### src/rtl/am_ddc.sv
// am_ddc - digital down-converter for the 1-bit AM receiver.
//
// The 1-bit RF comparator stream is mixed with a quadrature square-wave NCO.
// Each product is decimated by R = 2**DECIM_LOG2 through a 3rd-order CIC
// filter. The result is scaled by the configured gain shift and saturated to
// 16-bit signed baseband samples.
//
// Ports:
//   CLK        system clock, all logic on the rising edge
//   RSTb       synchronous active-low reset
//   RF_IN      asynchronous 1-bit RF sample (1 = +1, 0 = -1)
//   phase_inc  NCO phase increment, latched only at the decimation boundary
//   gain       output gain shift 0..7, latched only at the decimation boundary
//   I_out      signed in-phase baseband sample
//   Q_out      signed quadrature baseband sample
//   out_valid  one-cycle pulse marking new I_out/Q_out
module am_ddc #(
  parameter int DECIM_LOG2 = 6
) (
  input  logic               CLK,
  input  logic               RSTb,
  input  logic               RF_IN,
  input  logic [19:0]        phase_inc,
  input  logic [2:0]         gain,
  output logic signed [15:0] I_out,
  output logic signed [15:0] Q_out,
  output logic               out_valid
);

  localparam int W  = 2 + 3 * DECIM_LOG2;  // CIC register width
  localparam int GW = W + 7;               // width after the gain shift
  localparam logic [DECIM_LOG2-1:0] CNT_LAST = '1;

  logic                  sync1;
  logic                  rf_s;
  logic [19:0]           acc;
  logic [19:0]           phase_inc_l;
  logic [2:0]            gain_l;
  logic [DECIM_LOG2-1:0] cnt;
  logic                  dec_go;
  logic                  boundary;
  logic                  lo_i;
  logic                  lo_q;
  logic [1:0]            mix;        // [0] = I product, [1] = Q product
  logic [1:0][15:0]      sat_out;    // [0] = I, [1] = Q

  assign boundary = (cnt == CNT_LAST);
  assign lo_i     = ~(acc[19] ^ acc[18]);
  assign lo_q     = ~acc[19];
  assign mix[0]   = ~(rf_s ^ lo_i);
  assign mix[1]   = ~(rf_s ^ lo_q);

  // Synchronizer, NCO, decimation counter, config latch and output registers.
  always_ff @(posedge CLK) begin
    if (!RSTb) begin
      sync1       <= 1'b0;
      rf_s        <= 1'b0;
      acc         <= '0;
      cnt         <= '0;
      phase_inc_l <= 20'h07380;
      gain_l      <= 3'd5;
      dec_go      <= 1'b0;
      out_valid   <= 1'b0;
      I_out       <= '0;
      Q_out       <= '0;
    end else begin
      sync1     <= RF_IN;
      rf_s      <= sync1;
      // The boundary edge still advances with the old increment; the newly
      // latched value is used from the following edge on.
      acc       <= acc + phase_inc_l;
      cnt       <= cnt + 1'b1;       // wraps naturally from R-1 to 0
      dec_go    <= boundary;
      out_valid <= dec_go;
      if (boundary) begin
        phase_inc_l <= phase_inc;
        gain_l      <= gain;
      end
      if (dec_go) begin
        I_out <= sat_out[0];
        Q_out <= sat_out[1];
      end
    end
  end

  // One identical CIC + scaler per channel.
  for (genvar gi = 0; gi < 2; gi++) begin : g_chan
    logic [W-1:0]           x;
    logic [W-1:0]           int1, int2, int3;
    logic [W-1:0]           dec;
    logic [W-1:0]           d1, d2, d3;
    logic [W-1:0]           c1, c2, c3;
    logic [GW-1:0]          g_ext;
    logic signed [GW-1:0]   g;
    logic signed [GW-1:0]   s;
    logic [15:0]            s_sat;

    // +1 is 0...01, -1 is 1...11: only the upper bits depend on the product.
    assign x = {{(W-1){~mix[gi]}}, 1'b1};

    always_ff @(posedge CLK) begin
      if (!RSTb) begin
        int1 <= '0;
        int2 <= '0;
        int3 <= '0;
        dec  <= '0;
        d1   <= '0;
        d2   <= '0;
        d3   <= '0;
      end else begin
        int1 <= int1 + x;
        int2 <= int2 + int1;
        int3 <= int3 + int2;
        if (boundary) begin
          dec <= int3;
        end
        if (dec_go) begin
          d1 <= dec;
          d2 <= c1;
          d3 <= c2;
        end
      end
    end

    always_comb begin
      c1    = dec - d1;
      c2    = c1 - d2;
      c3    = c2 - d3;
      g_ext = {{(GW-W){c3[W-1]}}, c3};
      g     = g_ext << gain_l;
      s     = g >>> (W - 16);
      // In range when every bit from 15 upward equals the sign bit.
      if ((&s[GW-1:15]) || !(|s[GW-1:15])) begin
        s_sat = s[15:0];
      end else if (s[GW-1]) begin
        s_sat = 16'h8000;
      end else begin
        s_sat = 16'h7FFF;
      end
    end

    assign sat_out[gi] = s_sat;
  end

endmodule

### config.mk
export PLATFORM = sky130hd
export DESIGN_NAME = am_ddc
export DESIGN_NICKNAME = d
export VERILOG_FILES = /design/src/rtl/am_ddc.sv
export SDC_FILE = /design/constraint.sdc
export NUM_CORES = 1
export LEC_CHECK = 0
export CORE_MARGIN = 5
export CORE_UTILIZATION = 45
export CTS_BUF_LIST = sky130_fd_sc_hd__clkbuf_4 sky130_fd_sc_hd__clkbuf_8 sky130_fd_sc_hd__clkbuf_16
export DETAILED_ROUTE_END_ITERATION = 10
export DONT_BUFFER_PORTS = 1
export GPL_TIMING_DRIVEN = 0
export PLACE_DENSITY = 0.57
export SKIP_CTS_REPAIR_TIMING = 1
export SLEW_MARGIN = 30
export SYNTH_ARGS = -nofsm -noshare
export SYNTH_HDL_FRONTEND = slang
export SYNTH_SLANG_ARGS = --single-unit
### constraint.sdc
create_clock -name CLK -period 15.3 [get_ports CLK]
set_input_delay 3.06 -clock CLK [delete_from_list [all_inputs] [get_ports CLK]]
set_output_delay 3.06 -clock CLK [all_outputs]
set_load 0.05 [all_outputs]
Word level (Yosys, flattened, before mapping) --
Cells that the tools add are included.
Cells by class: bitwise gates (word level) 5, shift operators 2, reductions and logical operators 8, eq/ne operators 1, mux-type cells 4, add/subtract/negate cells 14
Operators by type and width (count):
- adder 20 bit | 7
- subtractor 20 bit | 6
- 2-to-1 mux 16 bit | 4
- left shift 27 x 3 -> 27 bit | 2
- AND reduction 8 bit | 2
- OR reduction 8 bit | 2
- adder 6 x 1 -> 6 bit, second input constant | 1
- equality test 6 bit, second input constant | 1
- bitwise XOR 1 bit | 3
- logical NOT 1 bit | 2
- logical OR 1 bit | 2
- inverter 1 bit | 2
Storage, ports and cells: logic and storage cells 58, output and inout bits 33, input bits 26, bits in registers 365

Longest topological paths before layout --
Gate-level depths: netlist (run 1).
depth in word-level cells 8, depth in mapped cells 35, mapped depth without buffers 34

Worst setup path before layout (run 1) --
Ideal clock, no wire load.
path kind register -> register, start reg g_chan[0].dec[0], end reg I_out[10], period minus slack after synthesis 6.363 ns, library setup time 0.079 ns, data required time 15.221 ns, slack 8.937 ns, cell stages (with the launch flop) 34, data arrival time 6.284 ns, path buffers 1, path through dfxtp_1 -> inv_1 -> ha_1 -> fa_1 -> nor2b_1 -> o21ai_0 -> a21boi_0 -> o21ai_0 -> a21boi_0 -> o21ai_0 -> a21boi_0 -> o31ai_1 -> a21boi_0 -> ha_1 -> and3_1 -> a21oi_1 -> o21ai_0 -> nor4_1 -> nor2_1 -> a21oi_1 -> o21ai_0 -> xor2_1 -> ha_1 -> o41a_1 -> o2bb2ai_1 -> a211o_1 -> a21oi_1 -> xor2_1 -> nand3_1 -> o2111ai_2 -> a21oi_2 -> o211a_1 -> buf_6 -> a211oi_2
Between the ends: word-level cells in the longest chain between the ends 8, elaborated cells between the ends (all ways) 10, classes of those cells add/sub: 3; shift: 1; mux: 2; reduce/logical: 4
Ends and longest elaborated chain:
- start: declaration | RTL line 90 | logic [W-1:0] dec;
- start signal: assignment | RTL line 115 | dec <= int3;
- subtractor 20 bit * | RTL line 126 | c1 = dec - d1;
- via g_chan[0].c1[10] | RTL line 92 | logic [W-1:0] c1, c2, c3;
- subtractor 20 bit * | RTL line 127 | c2 = c1 - d2;
- via g_chan[0].c2[16] | RTL line 92
- subtractor 20 bit * | RTL line 128 | c3 = c2 - d3;
- left shift 27 x 3 -> 27 bit * | RTL line 130 | g = g_ext << gain_l;
- OR reduction 8 bit | RTL line 133 | if ((&s[GW-1:15]) || !(|s[GW-1:15])) begin
- logical NOT 1 bit | RTL line 133
- logical OR 1 bit | RTL line 133
- 2-to-1 mux 16 bit * | RTL line 133
- end signal: assignment | RTL line 80 | I_out <= sat_out[0];
- end: declaration | RTL line 25 | output logic signed [15:0] I_out,
The timed path passes the listed nets; every way through them passes the cells marked *. A chain may end at the register's enable or synchronous reset.

Worst setup path after layout (run 1) --
Ends and elaborated chain as after synthesis.

==> impl_metrics.csv, run 1 <==
group,metric,value,unit
status,status,"finished, final reports clean",
power_and_ir_drop,p_leak,10.8,nW
logic_synthesis,syn_area_per_cell,8.45,µm²
route,num_vias,19300,
clocking,root_buffer,"clkbuf_16",
setup_path,reg2reg_depth,33,
grt,gr-usage-met3,0.0335,
logic_synthesis,synth_enable_flop_cells,0,
grt,grt_pass1_wl,96.3,mm
die,die_w,242,µm
sta,worst_hold_slack,0.451,ns
place,place_congestion,0.910,
logic_synthesis,synthesis.nets,3143,
logic_synthesis,synth_top_family_by_area,"compound AO/OA/AOI/OAI gates",
setup_path,start_kind,"flop",
cells_and_area,regArea,7310,µm²
setup_path,cp.arrival,8.21,ns
logic_synthesis,seq_area_frac_synth,0.302,
die,rows,85,
logic_synthesis,synth_cell_types,76,
die,start_util,0.452,
clocking,clock_latency,0.57,ns
run,drv_cap,0,
power_and_ir_drop,finalPower,3.31,mW
sta,slew_headroom,0.311,
logic_synthesis,synth_mux_area_frac,0.0638,
sta,slew_violations,0,
sta,max_freq,129,MHz
grt,antenna_found_initial,5,
logic_synthesis,synthXorXnorAreaFrac,0.0710,
cells_and_area,fillers,5079,
logic_synthesis,synth_top_area_cell,"dfxtp_1",
route,drc,0,
setup_path,r2r_slack,7.57,ns
grt,track_usage,0.196,
route,drtAntennaViolNets,0,
setup_path,critical_path_peak_fanout,10,
setup_path,worstSetupPathType,"flop to flop",
grt,globalRouteMet2Util,0.337,
setup_path,r2r_end,"I_out[10]",
worst_hold_path,hold_end,"cnt[0]",
logic_synthesis,synth_area,24200,µm²
route,avgRoutedWirePerCell,16.2,µm
clocking,numCtsBuffers,44,
route,dr.pass1.iters,5,
die,coreArea,53500,µm²
cells_and_area,antennaDiodeCount,0,
sta,tns,0,ns
place,port_buffers,0,
cells_and_area,drive_above_1_share,0.0497,
logic_synthesis,synthFlopType,"dfxtp_1",
sta,rsz0062_at_grt,"no",
worst_hold_path,hold_depth,1,
die,ios,59,
sta,fin_worst_skew,0.0195,ns
sta,tightest_slew,1.03,ns
grt,grt_util_met1,0.255,
sta,fin_crit_sh,0.505,
setup_path,rr_startpoint,"g_chan[0].dec[0]",
route,drt_iter0_markers,938,
clocking,clock_path_buffers,3,
cells_and_area,multi_input_area,15700,µm²
route,viasPerCell,5.30,
power_and_ir_drop,vdd_drop_max,0.112,mV
setup_path,required,15.79,ns
clocking,htreeDepth,2,
die,dieArea,58400,µm²
logic_synthesis,synth.ff_latch_count,365,
route,routed_wl,58.7,mm
logic_synthesis,async_flop_share,0,
clocking,cts.sinks,365,
cells_and_area,areaGrowthSynthToFinish,10.1,%
logic_synthesis,netlist_instances,2858,
logic_synthesis,yosys_warnings,0,
grt,busiest_layer,"met2",
logic_synthesis,synth_compound_area_frac,0.190,
sta,hold_viol_final,0,
power_and_ir_drop,power.density,124,nW/µm²
cells_and_area,fin_nets,3190,
logic_synthesis,synthAdderAreaFrac,0.138,
clocking,clkTransAtPathRegs,0.06,ns
sta,final.min_clock_period,7.73,ns
setup_path,crit_path_end_kind,"flop",
grt,globalRouteOverflowTotal,0,
logic_synthesis,synth_top_area_share,0.302,
setup_path,crit_path_frequent_cell,"o21ai_0",
worst_hold_path,hold_path_class,"flop to flop",
setup_path,max_stage_delay,0.47,ns
place,dp.final_hpwl,46.2,mm
logic_synthesis,synth_area_leaders,"dfxtp_1 30%, ha_1 13%, mux2i_1 5.6%, xnor2_1 5.2%, nand2_1 3.9%",
grt,first_global_vias,18900,
logic_synthesis,synthSimpleGateAreaFrac,0.188,
clocking,cts_tree,"yes",
grt,grt_max_degree,20,
worst_hold_path,worstHoldStart,"cnt[0]",
setup_path,crit_slowest_cell,"o31ai_1",
die,die_y,242,µm
sta,setup_viol,0,
[flip-flops by register name, indices dropped and copies added, names as in the netlist, 20 cells and up]
| register | flops |
|---|---|
| g_chan.d2 | 40 |
| g_chan.int3 | 40 |
| g_chan.int2 | 40 |
| g_chan.d1 | 40 |
| acc | 20 |
| g_chan.d3 | 40 |
| g_chan.int1 | 40 |
| phase_inc_l | 20 |
| g_chan.dec | 40 |
[synthesized netlist by cell type, types with 44 or more instances]
| cell | n |
|---|---|
| a21oi_1 | 183 |
| and2_1 | 106 |
| o21ai_0 | 163 |
| xor2_1 | 50 |
| a21boi_0 | 73 |
| nand2_1 | 252 |
| clkbuf_1 | 81 |
| mux2i_1 | 136 |
| dfxtp_1 | 365 |
| ha_1 | 246 |
| xnor2_1 | 143 |
| nor2b_1 | 147 |
| nor2_1 | 151 |
| inv_1 | 197 |
| a21o_1 | 44 |
[worst max path at each step]
stage	to	from	cells past startpoint	slack [ns]
CTS	I_out[10]	g_chan[0].dec[0]	33	7.59
finish	I_out[10]	g_chan[0].dec[0]	33	7.57
floorplan	I_out[10]	g_chan[0].dec[0]	33	8.94
detailed placement	I_out[4]	g_chan[0].dec[0]	33	7.66
global route	I_out[12]	g_chan[0].dec[0]	33	6.78
global placement	I_out[4]	g_chan[0].dec[0]	33	7.62
[power breakdown]
part	internal [mW]	switching, mW
combinational	0.518	0.517
sequential	1.08	0.0881
clock	0.684	0.420
[cell type report]
| type | instances | share of cell area |
|---|---|---|
| buffer | 100 | 0.0150 |
| clock buffer | 63 | 0.0496 |
| clock inverter | 18 | 0.00875 |
| inverter | 197 | 0.0278 |
| multi-input combinational | 2196 | 0.591 |
| sequential | 365 | 0.275 |
| tap | 696 | 0.0327 |
| timing repair buffer | 1 | 0.000282 |
[cell usage in the layout (no fill, tap or decap), types with 50 or more instances in the layout]
| master | Yosys | layout |
|---|---|---|
| and2_1 | 106 | 106 |
| xnor2_1 | 143 | 142 |
| a21boi_0 | 73 | 73 |
| nor2b_1 | 147 | 147 |
| a21oi_1 | 183 | 183 |
| mux2i_1 | 136 | 136 |
| ha_1 | 246 | 246 |
| o21ai_0 | 163 | 163 |
| dfxtp_1 | 365 | 365 |
| xor2_1 | 50 | 50 |
| clkbuf_1 | 81 | 80 |
| nor2_1 | 151 | 151 |
| nand2_1 | 252 | 252 |
| inv_1 | 197 | 197 |
[worst max-delay path, delay by kind of cell, from the launching register on]
kind | cells | cell delay, ns
compound gates | 20 | 4.71
xor+xnor | 2 | 0.55
fa+ha+maj | 4 | 1.00
buf+inv | 2 | 0.26
flops | 1 | 0.33
simple gates | 5 | 0.77
[per-stage QoR]
stage | setup slack (ns) | area [µm²] | utilization | instances
2_1_floorplan | 8.94 | 24200 | - | 2858
3_3_place_gp | 7.62 | 25000 | 0.468 | 3554
3_5_place_dp | 7.66 | 25000 | 0.468 | 3555
4_1_cts | 7.59 | 26600 | 0.497 | 3636
5_1_grt | 6.78 | 26600 | 0.497 | 3636
6_report | 7.57 | 26600 | 0.497 | 3636
[kinds of logic (layout without fill, tap and decap cells)]
kind of cell    after synthesis  count (layout)
flops                       365             365
buf+inv                     297             379
mux                         151             151
xor+xnor                    194             194
fa+ha+maj                   259             259
compound gates              702             702
simple gates                890             890
[per-layer routing]
layer	wire, µm	part of all wire	vias to the layer above
met4	1350	0.023	6
met2	27200	0.46	296
met1	27600	0.47	8854
met3	2490	0.042	92
li1	-	-	10000
met5	36	0.00061	-
Power figures use the tool's default switching activity.
==> inputs of run 2 (changes only) <==
==> constraint.sdc (replaced) <==
create_clock -name CLK -period 7.5 [get_ports CLK]
set_input_delay 1.5 -clock CLK [delete_from_list [all_inputs] [get_ports CLK]]
set_output_delay 1.5 -clock CLK [all_outputs]
set_load 0.05 [all_outputs]
==> impl_metrics.csv, run 2 (same netlist as run 1, synthesis figures left out) <==
group,metric,value,unit
route,drtAntennaViolNets,0,
sta,setup_viol,0,
die,start_util,0.452,
die,die_w,242,µm
clocking,cts_tree,"yes",
clocking,root_buffer,"clkbuf_16",
cells_and_area,areaGrowthSynthToFinish,10.9,%
clocking,clkTransAtPathRegs,0.06,ns
setup_path,crit_slowest_cell,"ha_1",
clocking,clock_path_buffers,3,
power_and_ir_drop,p_leak,10.8,nW
route,routed_wl,58.9,mm
setup_path,required,7.94,ns
sta,final.min_clock_period,7.03,ns
place,place_congestion,0.910,
sta,max_freq,142,MHz
setup_path,cp.arrival,7.47,ns
die,rows,85,
setup_path,crit_family,"compound AO/OA/AOI/OAI gates",
setup_path,crit_cells,34,
die,dieArea,58400,µm²
grt,track_usage,0.196,
sta,fin_ws,0.465,ns
cells_and_area,final_common_cell,"dfxtp_1",
route,avgRoutedWirePerCell,16.2,µm
clocking,cts.sinks,365,
run,drv_cap,0,
sta,worst_hold_slack,0.451,ns
power_and_ir_drop,finalPower,6.74,mW
place,dpl_worst_slack,-0.139,ns
setup_path,start_kind,"flop",
route,drt_iter0_markers,924,
setup_path,worst-path-buf-inv,2,
sta,tightest_slew,1.05,ns
clocking,htreeDepth,2,
die,die_y,242,µm
route,viasPerCell,5.31,
die,ios,59,
cells_and_area,drive_above_1_share,0.0580,
grt,grt_pass1_wl,96.3,mm
place,dp_cells,3555,
setup_path,reg2reg_depth,34,
die,coreArea,53500,µm²
setup_path,worstSetupPathType,"flop to flop",
power_and_ir_drop,power.density,252,nW/µm²
setup_path,max_stage_delay,0.38,ns
grt,grt_max_degree,20,
setup_path,crit_path_frequent_cell,"o21ai_0",
setup_path,crit_path_end_kind,"flop",
cells_and_area,fillers,5064,
cells_and_area,fin_cells,3644,
sta,hold_viol_final,0,
setup_path,critical_path_peak_fanout,10,
power_and_ir_drop,vdd_drop_max,0.228,mV
status,status,"finished, final reports clean",
grt,antenna_found_initial,5,
grt,first_global_vias,18900,
place,port_buffers,0,
sta,slew_headroom,0.301,
worst_hold_path,hold_path_class,"flop to flop",
sta,fin_worst_skew,0.0216,ns
grt,globalRouteOverflowTotal,0,
sta,fin_crit_sh,0.938,
route,dr.pass1.iters,5,
clocking,clock_latency,0.58,ns
route,drc,0,
clocking,numCtsBuffers,44,
place,dp.final_hpwl,46.2,mm
sta,slew_violations,0,
cells_and_area,fin_nets,3197,
worst_hold_path,hold_depth,1,
cells_and_area,mostFrequentLayoutCells,"365 x dfxtp_1, 252 x nand2_1, 244 x ha_1",
route,num_vias,19300,
sta,tns,0,ns
==> run 2: cell types whose count changed in the layout (fill, tap and decap cells not counted), sizes merged <==
cell / delta
buf: +7
diode: +1
==> run 2: final cells by class <==
type	instances	area, µm²	area share
buffer	100	403	0.0150
multi-input combinational	2196	15800	0.592
sequential	365	7310	0.273
tap	696	871	0.0325
timing repair buffer	8	60.1	0.00224
clock inverter	18	233	0.00869
antenna	1	2.50	0.0000934
clock buffer	63	1320	0.0492
inverter	197	739	0.0276
==> run 2: worst paths after layout <==
check | slack [ns] | from | end
max | 0.47 | g_chan[0].dec[0] | I_out[13]
min reg2reg | 0.45 | cnt[0] | cnt[0]
max reg2reg | 0.47 | g_chan[0].dec[0] | I_out[13]
min | 0.45 | cnt[0] | cnt[0]
==> run 2: through the flow <==
| step | area [µm²] | utilization |
|---|---|---|
| 2_1_floorplan | 24200 | - |
| 3_3_place_gp | 25000 | 0.468 |
| 3_5_place_dp | 25000 | 0.468 |
| 4_1_cts | 26600 | 0.497 |
| 5_1_grt | 26800 | 0.501 |
| 6_report | 26800 | 0.501 |
==> run 2: report_power, final <==
| part | switching (mW) | internal (mW) |
|---|---|---|
| Combinational | 1.05 | 1.06 |
| Sequential | 0.180 | 2.20 |
| Clock | 0.858 | 1.40 |
==> run 2: routing by layer <==
layer | vias to the layer above | share of wire | GRT usage
met3 | 97 | 0.043 | 0.0335
met2 | 291 | 0.47 | 0.337
li1 | 10000 | - | -
met5 | - | 0.00061 | 0
met1 | 8891 | 0.47 | 0.255
met4 | 6 | 0.023 | 0.0564
==> inputs of run 3 (changes only) <==
--- a/config.mk
+++ b/config.mk
@@ -10,6 +10,7 @@
 export CTS_BUF_LIST = sky130_fd_sc_hd__clkbuf_4 sky130_fd_sc_hd__clkbuf_8 sky130_fd_sc_hd__clkbuf_16
 export DETAILED_ROUTE_END_ITERATION = 10
 export DONT_BUFFER_PORTS = 1
+export GPL_ROUTABILITY_DRIVEN = 0
 export GPL_TIMING_DRIVEN = 0
 export PLACE_DENSITY = 0.57
 export SKIP_CTS_REPAIR_TIMING = 1
==> impl_metrics.csv, run 3 (same netlist as run 1, synthesis figures left out) <==
group,metric,value,unit
status,status,"finished, final reports clean",
place,dpl_worst_slack,-0.211,ns
place,dp.final_hpwl,45.7,mm
worst_hold_path,hold_path_class,"flop to flop",
setup_path,crit_slowest_cell,"o41a_1",
setup_path,r2r_end,"I_out[13]",
setup_path,reg2reg_depth,33,
route,drtAntennaViolNets,0,
sta,fin_crit_sh,0.958,
sta,hold_viol_final,0,
grt,antenna_found_initial,6,
setup_path,r2r_slack,0.31,ns
clocking,numCtsBuffers,44,
die,dieArea,58400,µm²
sta,final.min_clock_period,7.19,ns
setup_path,max_stage_delay,0.47,ns
setup_path,cp.arrival,7.69,ns
route,avgRoutedWirePerCell,16.0,µm
clocking,root_buffer,"clkbuf_16",
power_and_ir_drop,p_leak,10.8,nW
grt,first_global_vias,18900,
grt,grt_max_degree,20,
cells_and_area,fin_nets,3200,
setup_path,required,8.00,ns
die,ios,59,
power_and_ir_drop,power.density,250,nW/µm²
power_and_ir_drop,vdd_drop_max,0.155,mV
sta,slew_violations,0,
setup_path,worstSetupStartpoint,"g_chan[0].dec[0]",
cells_and_area,drive_above_1_share,0.0580,
route,dr.pass1.iters,6,
clocking,clock_path_buffers,3,
cells_and_area,regArea,7310,µm²
setup_path,critical_path_peak_fanout,10,
grt,grt_pass1_wl,94.8,mm
grt,track_usage,0.192,
die,start_util,0.452,
clocking,cts.sinks,365,
setup_path,rr_startpoint,"g_chan[0].dec[0]",
run,drv_cap,0,
sta,max_freq,139,MHz
sta,tns,0,ns
cells_and_area,mostFrequentLayoutCells,"365 x dfxtp_1, 252 x nand2_1, 246 x ha_1",
sta,setup_viol,0,
route,drt_iter0_markers,1097,
die,rows,85,
setup_path,start_kind,"flop",
clocking,clock_latency,0.59,ns
route,drc,0,
cells_and_area,areaGrowthSynthToFinish,10.7,%
power_and_ir_drop,finalPower,6.69,mW
setup_path,worstSetupPathType,"flop to flop",
route,routed_wl,58.4,mm
sta,slew_headroom,0.321,
route,num_vias,19400,
clocking,cts_tree,"yes",
die,die_y,242,µm
sta,fin_worst_skew,0.0152,ns
clocking,clkTransAtPathRegs,0.06,ns
sta,fin_ws,0.313,ns
place,port_buffers,0,
clocking,htreeDepth,2,
route,viasPerCell,5.33,
setup_path,crit_end,"I_out[13]",
setup_path,crit_path_end_kind,"flop",
die,coreArea,53500,µm²
cells_and_area,final_common_cell,"dfxtp_1",
die,die_w,242,µm
grt,globalRouteOverflowTotal,0,
sta,tightest_slew,1.02,ns
cells_and_area,fillers,5034,
cells_and_area,multi_input_area,15800,µm²
## run 3: area by class of cell
cell class | instances | share of cell area
plain buffers | 100 | 0.0151
clock buffers | 61 | 0.0487
well taps | 696 | 0.0326
inverters | 197 | 0.0276
clock inverters | 19 | 0.00805
repair buffers | 11 | 0.00309
multi-input cells | 2196 | 0.592
flip-flops and latches | 365 | 0.273
diodes | 2 | 0.000187
## run 3: routing by layer
| metal | wire length, µm | vias to the layer above | GRT usage |
|---|---|---|---|
| met5 | 44 | - | 0 |
| met4 | 1880 | 6 | 0.0639 |
| met3 | 3070 | 133 | 0.0368 |
| met2 | 26300 | 370 | 0.323 |
| met1 | 27100 | 8859 | 0.250 |
| li1 | - | 10100 | - |
## run 3: where the power goes
group          internal, mW  switching (mW)
Combinational          1.06            1.06
Clock                  1.33           0.874
Sequential             2.20           0.179
## run 3: stage by stage
step                      utilization  area [µm²]  cells  hold slack, ns
final                           0.500       26700   3647           0.437
after global routing            0.500       26700   3645           0.460
after CTS                       0.497       26600   3635           0.441
after detailed placement        0.468       25000   3555           0.426
after global placement          0.468       25000   3554           0.418
after floorplan                     -       24200   2858           0.412
## run 3: worst min path at each step
stage          slack [ns]   end  depth (start not counted)   from
6_report             0.44  rf_s                          1  sync1
5_1_grt              0.46  rf_s                          1  sync1
4_1_cts              0.44  rf_s                          1  sync1
3_5_place_dp         0.43  rf_s                          1  sync1
3_3_place_gp         0.42  rf_s                          1  sync1
2_1_floorplan        0.41  rf_s                          1  sync1
## run 3: critical path, delay by kind of cell (launching register included)
| kind | cells | cell delay [ns] |
|---|---|---|
| fa+ha+maj | 4 | 1.24 |
| simple gates | 5 | 0.97 |
| flops | 1 | 0.36 |
| buf+inv | 2 | 0.23 |
| compound gates | 20 | 3.84 |
| xor+xnor | 2 | 0.44 |
